### src/rtl/exh_sweep_gen_if.sv
// Bundle of the sweep generator's control, stimulus and response signals.
// The slave modport is the generator's view. The master modport is the view
// of whatever drives start/mode/abort and returns the DUT response.
interface exh_sweep_gen_if #(
  parameter int N    = 4,
  parameter int YW   = 1,
  parameter int SIGW = 16
);
  logic            start;
  logic            mode;
  logic            abort;
  logic [YW-1:0]   dut_y;
  logic [N-1:0]    stim;
  logic            sample;
  logic            busy;
  logic            done;
  logic [N:0]      vec_cnt;
  logic [SIGW-1:0] signature;

  modport master (
    output start, mode, abort, dut_y,
    input  stim, sample, busy, done, vec_cnt, signature
  );

  modport slave (
    input  start, mode, abort, dut_y,
    output stim, sample, busy, done, vec_cnt, signature
  );
endinterface

### src/rtl/exh_sweep_gen.sv
// Exhaustive stimulus sweep generator with MISR response compaction.
// Walks all 2^N input vectors in binary or Gray order. Each vector is held
// for HOLD cycles, and dut_y is folded into the signature on the last cycle
// of each hold.
//
//   state   | meaning
//   --------+---------------------------------------------------------
//   S_IDLE  | waiting for start; stim parked at 0; results held
//   S_DRIVE | driving idx (or its Gray code); sample on last hold cycle
//   S_DONE  | single-cycle completion pulse, then back to S_IDLE
module exh_sweep_gen #(
  parameter int              N    = 4,
  parameter int              HOLD = 10,
  parameter int              YW   = 1,
  parameter int              SIGW = 16,
  parameter logic [SIGW-1:0] POLY = 16'h1021
) (
  input logic            clk,
  input logic            rst_n,
  exh_sweep_gen_if.slave bus
);

  typedef enum logic [1:0] {
    S_IDLE  = 2'd0,
    S_DRIVE = 2'd1,
    S_DONE  = 2'd2
  } state_t;

  // The hold counter needs at least one bit, even when HOLD == 1.
  localparam int             HW        = (HOLD > 1) ? $clog2(HOLD) : 1;
  localparam logic [HW-1:0]  HOLD_LAST = HW'(HOLD - 1);
  localparam logic [N-1:0]   IDX_LAST  = '1;

  state_t          state_q, state_d;
  logic [N-1:0]    idx_q, idx_d;
  logic [HW-1:0]   hold_cnt_q, hold_cnt_d;
  logic            mode_q, mode_d;
  logic [N-1:0]    stim_q, stim_d;
  logic            busy_q, busy_d;
  logic            done_q, done_d;
  logic [N:0]      vec_cnt_q, vec_cnt_d;
  logic [SIGW-1:0] sig_q, sig_d;

  logic            sample_w;
  logic [N-1:0]    idx_nxt;
  logic [SIGW-1:0] misr_nxt;

  function automatic logic [N-1:0] order_of(input logic [N-1:0] v, input logic gray);
    return gray ? (v ^ (v >> 1)) : v;
  endfunction

  // The strobe comes straight from registered state. It is high on the
  // last cycle of each hold window.
  assign sample_w = (state_q == S_DRIVE) && (hold_cnt_q == HOLD_LAST);
  assign idx_nxt  = idx_q + 1'b1;
  assign misr_nxt = {sig_q[SIGW-2:0], 1'b0}
                  ^ (sig_q[SIGW-1] ? POLY : {SIGW{1'b0}})
                  ^ SIGW'(bus.dut_y);

  // Compute the next state and next register values. abort takes priority over sample.
  always_comb begin
    state_d    = state_q;
    idx_d      = idx_q;
    hold_cnt_d = hold_cnt_q;
    mode_d     = mode_q;
    stim_d     = stim_q;
    busy_d     = busy_q;
    done_d     = 1'b0;
    vec_cnt_d  = vec_cnt_q;
    sig_d      = sig_q;

    case (state_q)
      S_IDLE: begin
        stim_d = '0;
        busy_d = 1'b0;
        // When start and abort are both high, start is ignored.
        if (bus.start && !bus.abort) begin
          state_d    = S_DRIVE;
          idx_d      = '0;
          hold_cnt_d = '0;
          mode_d     = bus.mode;
          stim_d     = '0;
          busy_d     = 1'b1;
          vec_cnt_d  = '0;
          sig_d      = '0;
        end
      end

      S_DRIVE: begin
        if (bus.abort) begin
          // Keep the partial signature and count. Drop the vector in flight.
          state_d    = S_IDLE;
          idx_d      = '0;
          hold_cnt_d = '0;
          stim_d     = '0;
          busy_d     = 1'b0;
        end else if (sample_w) begin
          sig_d      = misr_nxt;
          vec_cnt_d  = vec_cnt_q + 1'b1;
          hold_cnt_d = '0;
          if (idx_q == IDX_LAST) begin
            // idx does not wrap. Leave it for the next start to clear.
            state_d = S_DONE;
            stim_d  = '0;
            busy_d  = 1'b0;
            done_d  = 1'b1;
          end else begin
            idx_d  = idx_nxt;
            stim_d = order_of(idx_nxt, mode_q);
          end
        end else begin
          hold_cnt_d = hold_cnt_q + 1'b1;
        end
      end

      S_DONE: begin
        state_d = S_IDLE;
        idx_d   = '0;
        stim_d  = '0;
        busy_d  = 1'b0;
      end

      default: begin
        state_d    = S_IDLE;
        idx_d      = '0;
        hold_cnt_d = '0;
        stim_d     = '0;
        busy_d     = 1'b0;
      end
    endcase
  end

  // Hold all state in registers. Reset clears everything asynchronously.
  always_ff @(posedge clk or negedge rst_n) begin
    if (!rst_n) begin
      state_q    <= S_IDLE;
      idx_q      <= '0;
      hold_cnt_q <= '0;
      mode_q     <= 1'b0;
      stim_q     <= '0;
      busy_q     <= 1'b0;
      done_q     <= 1'b0;
      vec_cnt_q  <= '0;
      sig_q      <= '0;
    end else begin
      state_q    <= state_d;
      idx_q      <= idx_d;
      hold_cnt_q <= hold_cnt_d;
      mode_q     <= mode_d;
      stim_q     <= stim_d;
      busy_q     <= busy_d;
      done_q     <= done_d;
      vec_cnt_q  <= vec_cnt_d;
      sig_q      <= sig_d;
    end
  end

  assign bus.stim      = stim_q;
  assign bus.sample    = sample_w;
  assign bus.busy      = busy_q;
  assign bus.done      = done_q;
  assign bus.vec_cnt   = vec_cnt_q;
  assign bus.signature = sig_q;

endmodule

### src/flat_wrapper.sv
// flat-port wrapper written by rule: the top's interface ports become plain ports
module exh_sweep_gen_flat 
#(
  parameter int              N    = 4,
  parameter int              HOLD = 10,
  parameter int              YW   = 1,
  parameter int              SIGW = 16,
  parameter logic [SIGW-1:0] POLY = 16'h1021
)
  (clk, rst_n, bus_start, bus_mode, bus_abort, bus_dut_y, bus_stim, bus_sample, bus_busy, bus_done, bus_vec_cnt, bus_signature);
  exh_sweep_gen_if #(.N(N), .YW(YW), .SIGW(SIGW)) bus_i ();
  input logic clk;
  input logic rst_n;
  input wire logic [$bits(bus_i.start)-1:0] bus_start;
  input wire logic [$bits(bus_i.mode)-1:0] bus_mode;
  input wire logic [$bits(bus_i.abort)-1:0] bus_abort;
  input wire logic [$bits(bus_i.dut_y)-1:0] bus_dut_y;
  output wire logic [$bits(bus_i.stim)-1:0] bus_stim;
  output wire logic [$bits(bus_i.sample)-1:0] bus_sample;
  output wire logic [$bits(bus_i.busy)-1:0] bus_busy;
  output wire logic [$bits(bus_i.done)-1:0] bus_done;
  output wire logic [$bits(bus_i.vec_cnt)-1:0] bus_vec_cnt;
  output wire logic [$bits(bus_i.signature)-1:0] bus_signature;
  assign bus_i.start = bus_start;
  assign bus_i.mode = bus_mode;
  assign bus_i.abort = bus_abort;
  assign bus_i.dut_y = bus_dut_y;
  assign bus_stim = bus_i.stim;
  assign bus_sample = bus_i.sample;
  assign bus_busy = bus_i.busy;
  assign bus_done = bus_i.done;
  assign bus_vec_cnt = bus_i.vec_cnt;
  assign bus_signature = bus_i.signature;
  exh_sweep_gen #(.N(N), .HOLD(HOLD), .YW(YW), .SIGW(SIGW), .POLY(POLY)) u_core (.clk(clk), .rst_n(rst_n), .bus(bus_i));
endmodule
### config.mk
export PLATFORM = sky130hd
export DESIGN_NAME = exh_sweep_gen_flat
export DESIGN_NICKNAME = d
export VERILOG_FILES = /design/src/rtl/exh_sweep_gen_if.sv /design/src/rtl/exh_sweep_gen.sv /design/src/flat_wrapper.sv
export SDC_FILE = /design/constraint.sdc
export NUM_CORES = 1
export LEC_CHECK = 0
export BUFFER_PORTS_ARGS = -buffer_cell sky130_fd_sc_hd__buf_2
export CAP_MARGIN = 10
export CORE_MARGIN = 3
export CORE_UTILIZATION = 42
export DETAILED_ROUTE_END_ITERATION = 8
export HOLD_SLACK_MARGIN = 0.08
export MAX_ROUTING_LAYER = met4
export SYNTH_ARGS = -nofsm -noshare
export SYNTH_HDL_FRONTEND = slang
export SYNTH_SLANG_ARGS = --single-unit
### constraint.sdc
create_clock -name clk -period 3.3 [get_ports clk]
set_input_delay 0 -clock clk [delete_from_list [all_inputs] [get_ports clk]]
set_output_delay 0 -clock clk [all_outputs]
set_load 0.02 [all_outputs]
* Word level (Yosys, flattened, before mapping)
Cells that the tools add are included.
Word-level totals: input port bits 6, bits in registers 38, output and inout bits 28
Operators by class: $add $sub $neg 3, multiplexer cells 36, bitwise operators 4, equal/unequal tests 10, reductions and logical operators 11
Operator list (number):
- $mux W16 | 3
- $mux W4 | 11
- $pmux W16 S2 | 1
- $xor A16 B1 Y16 | 1
- $xor A16 B16 Y16 | 1
- $mux W5 | 3
- $mux W13 | 1
- $pmux W4 S3 | 1
- $pmux W5 S2 | 1
- $ne A3 B3 Y1 const B | 3
- $add A4 B1 Y4 const B | 2
- $eq A4 B4 Y1 const B | 2
- $mux W1 | 8
- $mux W2 | 4
- $pmux W4 S2 | 1
- $reduce_and A2 Y1 | 3
- $reduce_and A3 Y1 | 2
- $add A5 B1 Y5 const B | 1
- $ne A2 B2 Y1 const B | 2
- $pmux W2 S2 | 1
- $reduce_and A4 Y1 | 1
- $xor A4 B3 Y4 | 1
- $eq A2 B1 Y1 const B | 1
- $eq A2 B2 Y1 const B | 1
- 7 further kinds | 8

* Depth between registers and ports, before layout
word-level depth 7, mapped depth 7, depth with buffers taken out 6

* Worst setup path before layout
Ideal clock, no wire load.
kind register to register, start register u_core.idx_q[0], end register u_core.idx_q[2], required time 3.205 ns, slack 1.788 ns, path buffers 1, setup time 0.095 ns, arrival 1.417 ns, stages on the path, launching flop included 7, cell sequence dfrtp_1 ha_1 buf_2 nand3_1 a311oi_2 o21ai_1 o31ai_1
On the way: cells in the longest elaborated chain, start to end 5, elaborated cells on any way between the ends 8, those cells by class 1 x add/sub; 2 x eq/ne; 4 x mux; 1 x reduce/logical
Ends and longest elaborated chain:
- start: declaration | RTL line exh_sweep_gen.sv:35 | logic [N-1:0] idx_q, idx_d;
- start signal: assignment | RTL line exh_sweep_gen.sv:147 | idx_q <= idx_d;
- $add A4 B1 Y4 | RTL line exh_sweep_gen.sv:55 | assign idx_nxt = idx_q + 1'b1;
- $mux W4 | RTL line exh_sweep_gen.sv:101 | if (idx_q == IDX_LAST) begin
- $mux W4 | RTL line exh_sweep_gen.sv:97 | end else if (sample_w) begin
- $mux W4 | RTL line exh_sweep_gen.sv:90 | if (bus.abort) begin
- $pmux W4 S2 | RTL line exh_sweep_gen.sv:72 | case (state_q)
Parallel ways exist; a longest one is shown, timed or not. The select of a mux whose other input is x is not followed. A chain may end at the register's enable or synchronous reset.

* Worst setup path in the final report
start register u_core.idx_q[1], end register u_core.idx_q[2]
Same word-level chain as after synthesis.

==> results.md <==
* Post-CTS Hold Fix Bufs at 4
* Vias per std cell at 5.616
* Post_cts resized at 0
* Diodes inserted at 0
* Fin. Hold Viols at 0
* Max-slew violation count at 0
* Cells after Synth at 157
* Routability cong. at 0.8111
* Distinct cell type count of the synthesized netlist at 37
* H-tree levels at 2
* Root Buffer: clkbuf_8
* Drt initial violations at 48
* Final worst slack at 1428 ps
* Crit path capture type: flip-flop
* Area delta synth->final at 16.76%
* Total gr overflow at 0
* Synthesis Warnings at 0
* Setup Viol. Count Final at 0
* WP data required at 3500 ps
* Setup crit start: u_core.idx_q[1]$_DFFE_PN0P_
* Clk Latency, worst-skew pair at 290 ps
* Site Rows at 22
* Largest net degree at the start of global routing at 39
* Finished Cell Area at 2048 sq um
* Ys flop type: dfrtp_1
* Placed cell areas at 1932 sq um
* Minimum clock period at 1872 ps
* Total Nets Final at 204
* Die area at 4988 sq um
* Slowest cell on crit path: a311oi_2
* WS Path Type: flip-flop to flip-flop
* Clock slew at reported path FFs at 70 ps
* Starting Density at 45.52%
* DRT Pass-1 Iters at 6
* VDD IR max at 0.2824 mV
* First-pass GRT wire length at 6251 microns
* RSZ-0062 raised after global routing: no
* Most common cell in the netlist: dfrtp_1
* CORE AREA at 3854 sq um
* Die Height at 70.63 microns
* Synth area leaders: dfrtp_1 54%, a22o_1 7.5%, nand2_1 3.2%, o21ai_0 3.1%, ha_1 2.9%
* Synth cell count leaders: 38 x dfrtp_1, 15 x a22o_1, 15 x nand2_1
* # fillers at 357
* DP HPWL at 2570 microns
* PD cells at 419.6 nW/um^2
* Static Leakage at 0.001056 uW
* Setup Buffers After CTS at 0
* Max-slew headroom at the worst pin at 44.08%
* Via Count at 1359
* CTS tree: yes
* Routed wire length per instance at 15.55 microns
* TritonCTS Buffers at 5
* Cell taking the most area after synthesis: dfrtp_1
* EDFF count, synth at 0
* FFs w/ async S/R, synth at 100.0%
* Clk_skew at 4.189 ps
* Setup TNS at 0 ps
* Reg2Reg Launch Point: u_core.idx_q[1]$_DFFE_PN0P_
* Register area share after synthesis at 54.21%
* CP max FO at 7
* Worst min-delay path class: input port to flip-flop
* Worst-path cell chain: ha_1, nand3_1, a311oi_2, o21ai_1, o31ai_1
* Crit path DAT at 2070 ps
* Ratio of cells with drive above 1 in the final layout at 22.68%
* Total wire length at 3762 microns
* Initial antenna violation count at 0
* CP peak stage delay at 500 ps
* Pre-CTS WS at 1484 ps
* Vias in the first global route at 1354
* Fin crit share at 56.73%
* Synthesized flop and latch total at 38
* Synthesized area per cell at 11.17 sq um
* Syn Nets at 167
* Startpoint types: flip-flop
* Post-Syn Area at 1754 sq um
* Antenna violation net count after detailed routing at 0
* Die X at 70.63 microns
* FMAX at 534.2 MHz
* Max_cap viols at 0
* Hold path start: bus_abort
* Clock Tree Buf Depth at 2
* # clock sinks at 38
* Status: completed
* I/O Buffers at 33
* IO Count at 34
* WHS at 145.3 ps
* Tightest Pin Transition at 838.8 ps
* GRT Overall Usage at 16.27%
* # DRC at 0
* Top cell type's share of synthesized area at 54.21%
[cells in the final DEF, fill, tap and decap left out, drive strengths merged, types with 2 or more instances in the layout]
cell         Yosys  routed
buf              8      34
dlygate4sd3      0       4
o21ai           13      13
nand3            6       6
ha               4       4
clkbuf           0       7
or3              2       2
nand2           15      15
a21o             4       4
a311oi           2       2
xor2             5       5
xnor2            3       3
nor2            10      10
o211ai           3       3
a21oi            5       5
o31ai            4       4
inv              4       4
a22o            15      15
nor3b            2       2
dfrtp           38      38
nor3             2       2
[kinds of logic after synthesis]
family | count (synthesis) | share of synthesized area [%]
compound gates | 49 | 19.97
simple gates | 44 | 13.77
flops | 38 | 54.21
buf+inv | 12 | 3.994
xor+xnor | 8 | 3.994
fa+ha+maj | 4 | 2.853
mux | 2 | 1.213
[worst max-delay path, delay by kind of cell, from the launching register on]
| family | cells | cell delay [ps] |
|---|---|---|
| AO/OA/AOI/OAI | 3 | 720 |
| flip-flops | 1 | 450 |
| adder cells (fa/ha/maj) | 1 | 340 |
| AND/OR/NAND/NOR | 1 | 260 |
[sequential cells by signal, summed over array words and instances (netlist names)]
name,flops
u_core.hold_cnt_q,4
u_core.bus.done,1
u_core.bus.signature,16
u_core.bus.vec_cnt,5
u_core.mode_q,1
u_core.bus.busy,1
u_core.state_q,2
u_core.bus.stim,4
u_core.idx_q,4
[worst paths after layout]
check                                                  endpoint  slack (ps)  cells after the start
max in group asynchronous  u_core.bus.signature[13]$_DFFE_PN0P_        2420                      2
min                            u_core.hold_cnt_q[1]$_DFFE_PN0P_         150                      4
min reg2reg                      u_core.bus.stim[3]$_DFFE_PN0P_         480                      1
max                                 u_core.idx_q[2]$_DFFE_PN0P_        1430                      5
max reg2reg                         u_core.idx_q[2]$_DFFE_PN0P_        1430                      5
min in group asynchronous         u_core.state_q[0]$_DFFE_PN0P_         360                      2
[where the power goes]
group	leakage (uW)	switching, uW	internal [uW]
Sequential	0.000525	18.7	476
Combinational	0.000493	44.1	24.7
Clock	0.0000383	150	145
[routing by layer]
metal / GRT usage [%] / vias up / part of all wire [%]
met5: - / - / 0
met4: 5.637 / 0 / 1.6
met3: 5.540 / 10 / 5.2
met2: 24.84 / 44 / 47
met1: 20.25 / 666 / 46
li1: - / 639 / -
[metrics by stage]
| stage | power, uW | util [%] | cells |
|---|---|---|---|
| finish | 859.5 | 53.15 | 242 |
| global route | 904.2 | 53.15 | 242 |
| CTS | 869.8 | 53.15 | 242 |
| detailed placement | 569.0 | 50.13 | 231 |
| global placement | 566.4 | 50.13 | 231 |
| floorplan | 541.9 | - | 157 |
[cell type report]
class,instances,area (sq um),area share [%]
timing repair buffer,38,212.7,10.38
tap,48,60.06,2.932
sequential,38,950.9,46.43
multi-input combinational,107,733.2,35.80
clock buffer,7,76.32,3.726
inverter,4,15.01,0.7330
Note: power is estimated with default switching activity, not from simulation.
